==> config.mk <==
export PLATFORM = sky130hd
export DESIGN_NAME = keypad_scanner
export DESIGN_NICKNAME = d
export VERILOG_FILES = /design/src/rtl/keypad_pkg.sv /design/src/rtl/debounce_timer.sv /design/src/rtl/keypad_scanner.sv
export SDC_FILE = /design/constraint.sdc
export NUM_CORES = 1
export LEC_CHECK = 0
export ABC_AREA = 0
export BUFFER_PORTS_ARGS = -buffer_cell sky130_fd_sc_hd__buf_2
export CAP_MARGIN = 0
export CORE_ASPECT_RATIO = 0.6
export CORE_MARGIN = 3
export CORE_UTILIZATION = 50
export DETAILED_ROUTE_END_ITERATION = 10
export PLACE_DENSITY = 0.78
export SLEW_MARGIN = 40
export SYNTH_ARGS = -nofsm -noshare
export SYNTH_HDL_FRONTEND = slang
export SYNTH_HIERARCHICAL = 1
export SYNTH_SLANG_ARGS = --single-unit
==> constraint.sdc <==
create_clock -name int_osc -period 2.66 [get_ports int_osc]
set_input_delay 0.665 -clock int_osc [delete_from_list [all_inputs] [get_ports int_osc]]
set_output_delay 0.665 -clock int_osc [all_outputs]
set_load 0.1 [all_outputs]
==> src/rtl/keypad_pkg.sv <==
// keypad_pkg: shared constants, types and the key decode table for the
// keypad scanner and its debounce timer.
//   NUM_ROWS / NUM_COLS : matrix dimensions (4x4)
//   SETTLE_CYCLES       : clocks a freshly driven column needs before its rows are trusted
//   key_t               : 4-bit hex key code
//   key_code()          : row-major decode (row 3 carries '*'=E and '#'=F)
//   single_low()        : true when exactly one bit of an active-high vector is set
package keypad_pkg;

    localparam int NUM_ROWS      = 4;
    localparam int NUM_COLS      = 4;
    localparam int SETTLE_CYCLES = 3;

    typedef logic [3:0] key_t;

    function automatic key_t key_code(input logic [1:0] row, input logic [1:0] col);
        key_t code;
        case ({row, col})
            4'h0:    code = 4'h1;
            4'h1:    code = 4'h2;
            4'h2:    code = 4'h3;
            4'h3:    code = 4'hA;
            4'h4:    code = 4'h4;
            4'h5:    code = 4'h5;
            4'h6:    code = 4'h6;
            4'h7:    code = 4'hB;
            4'h8:    code = 4'h7;
            4'h9:    code = 4'h8;
            4'hA:    code = 4'h9;
            4'hB:    code = 4'hC;
            4'hC:    code = 4'hE;
            4'hD:    code = 4'h0;
            4'hE:    code = 4'hF;
            4'hF:    code = 4'hD;
            default: code = 4'h0;
        endcase
        return code;
    endfunction

    // Clearing the lowest set bit leaves zero only when a single bit was set.
    function automatic logic single_low(input logic [NUM_ROWS-1:0] low);
        return (low != 4'h0) && ((low & (low - 4'h1)) == 4'h0);
    endfunction

endpackage

==> src/rtl/debounce_timer.sv <==
// debounce_timer: counts clocks while enable is high and emits a one-clock
// done pulse on the clock the count first reaches CYCLES-1. The count
// saturates there, so a held enable never re-fires; dropping enable clears it.
//   int_osc : clock (rising edge)
//   reset   : asynchronous, active-low
//   enable  : 1 = count, 0 = clear
//   done    : registered one-clock pulse
module debounce_timer #(
    parameter int CYCLES = 960000
) (
    input  logic int_osc,
    input  logic reset,
    input  logic enable,
    output logic done
);

    localparam int            CW   = (CYCLES > 2) ? $clog2(CYCLES) : 1;
    localparam logic [CW-1:0] LAST = CW'(CYCLES - 1);
    localparam logic [CW-1:0] ONE  = CW'(1);

    logic [CW-1:0] dcnt_q, dcnt_d;
    logic          done_q, done_d;

    // Next count and pulse: pulse only on the step that lands on LAST.
    always_comb begin
        dcnt_d = dcnt_q;
        done_d = 1'b0;
        if (!enable) begin
            dcnt_d = '0;
        end else if (dcnt_q != LAST) begin
            dcnt_d = dcnt_q + ONE;
            done_d = (dcnt_q == (LAST - ONE));
        end else begin
            dcnt_d = dcnt_q;
        end
    end

    // Counter and pulse registers.
    always_ff @(posedge int_osc or negedge reset) begin
        if (!reset) begin
            dcnt_q <= '0;
            done_q <= 1'b0;
        end else begin
            dcnt_q <= dcnt_d;
            done_q <= done_d;
        end
    end

    assign done = done_q;

endmodule

==> src/rtl/keypad_scanner.sv <==
// keypad_scanner: drives one keypad column low at a time, detects a pressed
// key in the active column, times the debounce window for the control FSM
// and keeps a two-digit history of captured keys.
//   int_osc         : clock (rising edge)
//   reset           : asynchronous, active-low
//   rows            : keypad rows, active-low, asynchronous to int_osc
//   stop_counter    : 1 = freeze column rotation
//   debounce_enable : 1 = run debounce timer, 0 = clear it
//   write_enable    : 1 = capture the current key into the history
//   cols            : one-hot-low column drive
//   pushed          : key present in the active column (registered)
//   time_passed     : one-clock pulse when the debounce interval completes
//   digit_new/old   : most recent / previous captured key codes
// Build option: define MULTIKEY_REJECT_EN to ignore columns with more than
// one low row (ghost / multi-press rejection).
module keypad_scanner
    import keypad_pkg::*;
#(
    parameter int SCAN_DIV        = 48000,
    parameter int DEBOUNCE_CYCLES = 960000
) (
    input  logic                int_osc,
    input  logic                reset,
    input  logic [NUM_ROWS-1:0] rows,
    input  logic                stop_counter,
    input  logic                debounce_enable,
    input  logic                write_enable,
    output logic [NUM_COLS-1:0] cols,
    output logic                pushed,
    output logic                time_passed,
    output key_t                digit_new,
    output key_t                digit_old
);

    localparam int            DW          = $clog2(SCAN_DIV);
    localparam logic [DW-1:0] DIV_LAST    = DW'(SCAN_DIV - 1);
    localparam logic [DW-1:0] SETTLE_LAST = DW'(SETTLE_CYCLES - 1);
    localparam logic [DW-1:0] DIV_ONE     = DW'(1);

    logic [NUM_ROWS-1:0] rows_meta_q, rows_s_q;
    logic [DW-1:0]       div_q, div_d;
    logic [1:0]          col_idx_q, col_idx_d;
    logic [NUM_COLS-1:0] cols_q, cols_d;
    logic                settled_q, settled_d;
    logic                pushed_q, pushed_d;
    key_t                key_q, key_d;
    key_t                digit_new_q, digit_new_d;
    key_t                digit_old_q, digit_old_d;

    logic                advance_s;
    logic                row_hit_s;
    logic [NUM_ROWS-1:0] low_s;
    logic [1:0]          sel_row_s;

    // Two-flop synchronizer for the asynchronous row inputs.
    always_ff @(posedge int_osc or negedge reset) begin
        if (!reset) begin
            rows_meta_q <= 4'hF;
            rows_s_q    <= 4'hF;
        end else begin
            rows_meta_q <= rows;
            rows_s_q    <= rows_meta_q;
        end
    end

    // Scan divider, column rotation, key detection and digit history.
    always_comb begin
        low_s     = ~rows_s_q;
        advance_s = (div_q == DIV_LAST) && !stop_counter && !pushed_q;
        div_d     = (div_q == DIV_LAST) ? '0 : div_q + DIV_ONE;

        // A new column needs a few clocks before its rows reflect it;
        // a frozen column keeps its settled flag across divider wraps.
        if (advance_s) begin
            col_idx_d = col_idx_q + 2'd1;
            cols_d    = ~(4'b0001 << col_idx_d);
            settled_d = 1'b0;
        end else begin
            col_idx_d = col_idx_q;
            cols_d    = cols_q;
            settled_d = settled_q | (div_q == SETTLE_LAST);
        end

        // Lowest-index low row wins the decode.
        if (low_s[0]) begin
            sel_row_s = 2'd0;
        end else if (low_s[1]) begin
            sel_row_s = 2'd1;
        end else if (low_s[2]) begin
            sel_row_s = 2'd2;
        end else begin
            sel_row_s = 2'd3;
        end

`ifdef MULTIKEY_REJECT_EN
        row_hit_s = settled_q && single_low(low_s);
`else
        row_hit_s = settled_q && (low_s != 4'h0);
`endif

        pushed_d = row_hit_s;
        key_d    = row_hit_s ? key_code(sel_row_s, col_idx_q) : key_q;

        // key_q is the code that goes with the current pushed flag.
        if (write_enable && pushed_q) begin
            digit_old_d = digit_new_q;
            digit_new_d = key_q;
        end else begin
            digit_old_d = digit_old_q;
            digit_new_d = digit_new_q;
        end
    end

    // State registers.
    always_ff @(posedge int_osc or negedge reset) begin
        if (!reset) begin
            div_q       <= '0;
            col_idx_q   <= 2'd0;
            cols_q      <= 4'b1110;
            settled_q   <= 1'b0;
            pushed_q    <= 1'b0;
            key_q       <= 4'h0;
            digit_new_q <= 4'h0;
            digit_old_q <= 4'h0;
        end else begin
            div_q       <= div_d;
            col_idx_q   <= col_idx_d;
            cols_q      <= cols_d;
            settled_q   <= settled_d;
            pushed_q    <= pushed_d;
            key_q       <= key_d;
            digit_new_q <= digit_new_d;
            digit_old_q <= digit_old_d;
        end
    end

    debounce_timer #(
        .CYCLES (DEBOUNCE_CYCLES)
    ) u_debounce (
        .int_osc (int_osc),
        .reset   (reset),
        .enable  (debounce_enable),
        .done    (time_passed)
    );

    assign cols      = cols_q;
    assign pushed    = pushed_q;
    assign digit_new = digit_new_q;
    assign digit_old = digit_old_q;

endmodule
==> metrics.md <==
| Metric | Value |
|---|---|
| Total design power | `2.274 mW` |
| Total wire length after detailed routing | `between 6 and 7 mm` |
| Crit-path cells | `ha_1 -> and4_1 -> nand4_4 -> or3_1 -> mux2_4` |
| Power density normalized to cell area | `636.5 mW/mm^2` |
| Filler Cell Count | `slightly below 500` |
| Fraction of final layout cells sized beyond drive strength 1 | `21.50%` |
| Class of the most critical hold timing path | `reg -> reg` |
| Number of nets in the synthesized netlist | `310` |
| Critical Path Start Type | `register` |
| Antenna cell count | `0` |
| Number of cells on the worst reg-to-reg path | `5` |
| Maximum level of the CTS H-tree | `3` |
| Slew of the pin with the lowest slew margin | `roughly 0.64 ns` |
| Number of library cell types mapped by synthesis | `between 50 and 60` |
| Starting utilization of the core area | `between 50% and 60%` |
| Critical path fanouts, max | `7` |
| Horizontal die dimension | `108.9 um` |
| Run status | `completed` |
| TritonCTS clock tree | `done` |
| Number of clock sinks seen by CTS | `between 60 and 70` |
| Via count of the routed design | `~2300` |
| # DRC | `0` |
| Number of warning messages in the yosys log | `6` |
| Proportion of synthesized chip area in sequential cells | `about half` |
| Pin count of the biggest net entering global routing | `66` |
| Share of flip-flops with an asynchronous set or reset | `between 90% and 100%` |
| Area of the mapped netlist | `between 0.003 and 0.004 mm^2` |
| Height of the die | `slightly below 70 um` |
| Initial antenna violation count | `0` |
| Largest voltage drop on the vdd net | `between 0.3 and 0.4 mV` |
| Dominant synthesized flop cell | `dfrtp_1` |
| Final Net Count | `roughly 340` |
| Lkg Pwr | `around 1.6 nW` |
| Count of input and output buffers | `22` |
| Standard-cell rows | `21` |
| Wire length of the first global-routing pass | `10.56 mm` |
| First-pass detailed-route iteration total | `4` |
| Largest incremental delay on the critical path | `0.50 ns` |
| Avg Vias per Cell | `roughly 5.7` |
| CP Data Required Time | `2.90 ns` |
| Cts-stage hold buffer count | `0` |
| Kind of capture point of the worst setup path | `register` |
| Cts bufs inserted | `9` |
| Cells after Synth | `between 200 and 300` |
| Number of cells upsized or downsized after cts | `0` |
| Count of max-cap constraint violations | `0` |
| Via count of the first global-routing pass | `around 2200` |
| HPWL Detailed | `4.252 mm` |
| Top library cells by usage in the layout, fill and taps aside | `54 x dfrtp_1, 28 x nand2_1, 22 x buf_2, 14 x nand3_1, 14 x nor2_1` |
| Register cell area after layout | `0.001640 mm^2` |
| Most frequent standard cell in the layout excluding fill and tap cells | `dfrtp_1` |
| Maximum achievable frequency | `484.4 MHz` |
| Gpl congestion | `~0.86` |
| Core area | `0.005859 mm^2` |
| Area delta synth->final | `12.40%` |
| Wire length per cell | `roughly 16 um` |
| Clock latency of the later-clocked register in the worst-skew pair | `approximately 0.35 ns` |
| Die footprint | `0.007383 mm^2` |
| Finish-stage setup viols | `0` |
| Final hold vios | `0` |
| Max Buffers Root-to-Sink | `2` |
| Count of pins on the block boundary | `23` |
| Root buf cell | `clkbuf_8` |
| Final worst-path cycle share | `roughly 78%` |
| Hold path cells | `0` |
| Synth Area per Inst | `between 10 and 15 um^2` |
| Worst path bufs/invs | `0` |
| Overflow left after global routing | `0` |
| Number of nets still failing antenna checks after routing | `0` |
| Type of the worst setup path | `reg -> reg` |
| Crit-path leading delay family | `simple AND/OR/NAND/NOR gates` |
| Number of enable-type register cells in the synthesized netlist | `0` |
| Number of flip-flops and latches in the synthesized netlist | `65` |
| Data arrival, critical path | `between 2 and 2.5 ns` |
| Overall track demand over capacity in global routing | `roughly a fifth` |
| Logic depth of the worst path, buffers included | `5` |
| Critical-path cell with the highest stage delay | `or3_1` |
| Buffers inserted during post-CTS setup optimization | `0` |
| Max-slew violation count | `0` |
| Fin crit period | `~2.1 ns` |
| Clock Skew | `~0.0091 ns` |
| Total negative setup slack | `0 ns` |
| Slew Limit Headroom | `between 50% and 60%` |
| Starting DRT DRC Count | `~170` |
| RSZ-0062 raised after global routing | `false` |
| CTS clk-pin slew, worst paths | `roughly 0.080 ns` |
| Multi-input combinational cell area | `between 0.001 and 0.0015 mm^2` |
registers in the layout, summed over array words and instances (netlist names):
register and cells:
col_idx_q 2, cols 4, digit_new 4, digit_old 4
div_q 16, key_q 4, pushed 1, rows_meta_q 4
rows_s_q 4, settled_q 1, u_debounce/dcnt_q 20, u_debounce/done 1
report_power, final:
part | internal (mW) | switching [mW] | leakage, nW
sequential | 1.03 | 0.0284 | 0.816
combinational | 0.0525 | 0.208 | 0.720
clock | 0.556 | 0.400 | 0.113
final timing paths:
| kind | startpoint | to | slack [ns] |
|---|---|---|---|
| worst min-delay path | rows_meta_q[3]$_DFF_PN1_ | rows_s_q[3]$_DFF_PN1_ | 0.36 |
| worst max-delay path | div_q[0]$_DFF_PN0_ | col_idx_q[1]$_DFFE_PN0P_ | 0.60 |
| worst min register to register | rows_meta_q[3]$_DFF_PN1_ | rows_s_q[3]$_DFF_PN1_ | 0.36 |
| max in group asynchronous | reset | rows_meta_q[2]$_DFF_PN1_ | 1.87 |
| min in group asynchronous | reset | u_debounce/dcnt_q[4]$_DFFE_PN0P_ | 0.40 |
| worst max register to register | div_q[0]$_DFF_PN0_ | col_idx_q[1]$_DFFE_PN0P_ | 0.60 |
layout make-up:
type                    instances  area share (%)
flip-flops and latches         65           45.90
clock inverters                 6           2.521
inverters                      13           1.366
multi-input cells             203           39.95
clock buffers                  10           3.852
repair buffers                 24           3.606
well taps                      80           2.801
cell families after synthesis:
family          Yosys count  synth area share, %
simple gates            116                21.96
flops                    65                51.59
compound gates           42                8.146
buf+inv                  23                3.502
mux                      19                6.454
xor+xnor                 16                4.408
fa+ha+maj                10                3.935
cell usage after synthesis (3+ instances only):
cell type,number,share of area (%)
a21boi_0,3,0.71
a21oi_1,8,1.3
a31oi_1,4,0.79
and3_1,6,1.2
and4_1,5,1.4
clkbuf_1,4,0.47
dfrtp_1,54,43
dfstp_2,11,9.1
ha_1,10,3.9
inv_1,13,1.5
mux2_2,8,2.8
mux2i_1,10,3.1
nand2_1,28,3.3
nand2b_1,5,0.98
nand3_1,14,2.2
nand4_1,7,1.4
nor2_1,14,1.7
nor3_1,4,0.63
nor4_1,7,1.4
o21ai_0,13,2.0
or3_1,7,1.4
xnor2_1,12,3.3
xor2_1,4,1.1
per-layer routing:
layer	share of wire [%]	routed length (um)	vias up	global-route usage, %
li1	-	-	1091	-
met1	50	3118	1116	26.94
met2	42	2606	75	26.61
met3	6.7	420	12	6.972
met4	1.4	90	0	7.244
met5	0	0	-	0
per-stage QoR:
stage	worst slack, ns	cells	cell area [um^2]	utilization (%)	hold WS (ns)
after floorplan	0.8214	291	3179	-	0.3452
after global placement	0.6433	385	3342	57.04	0.3540
after detailed placement	0.5836	385	3342	57.04	0.3526
after CTS	0.5931	401	3570	60.92	0.3637
after global routing	0.4466	401	3573	60.99	0.3692
final	0.5956	401	3573	60.99	0.3615
(Power assumes the default switching activity.)
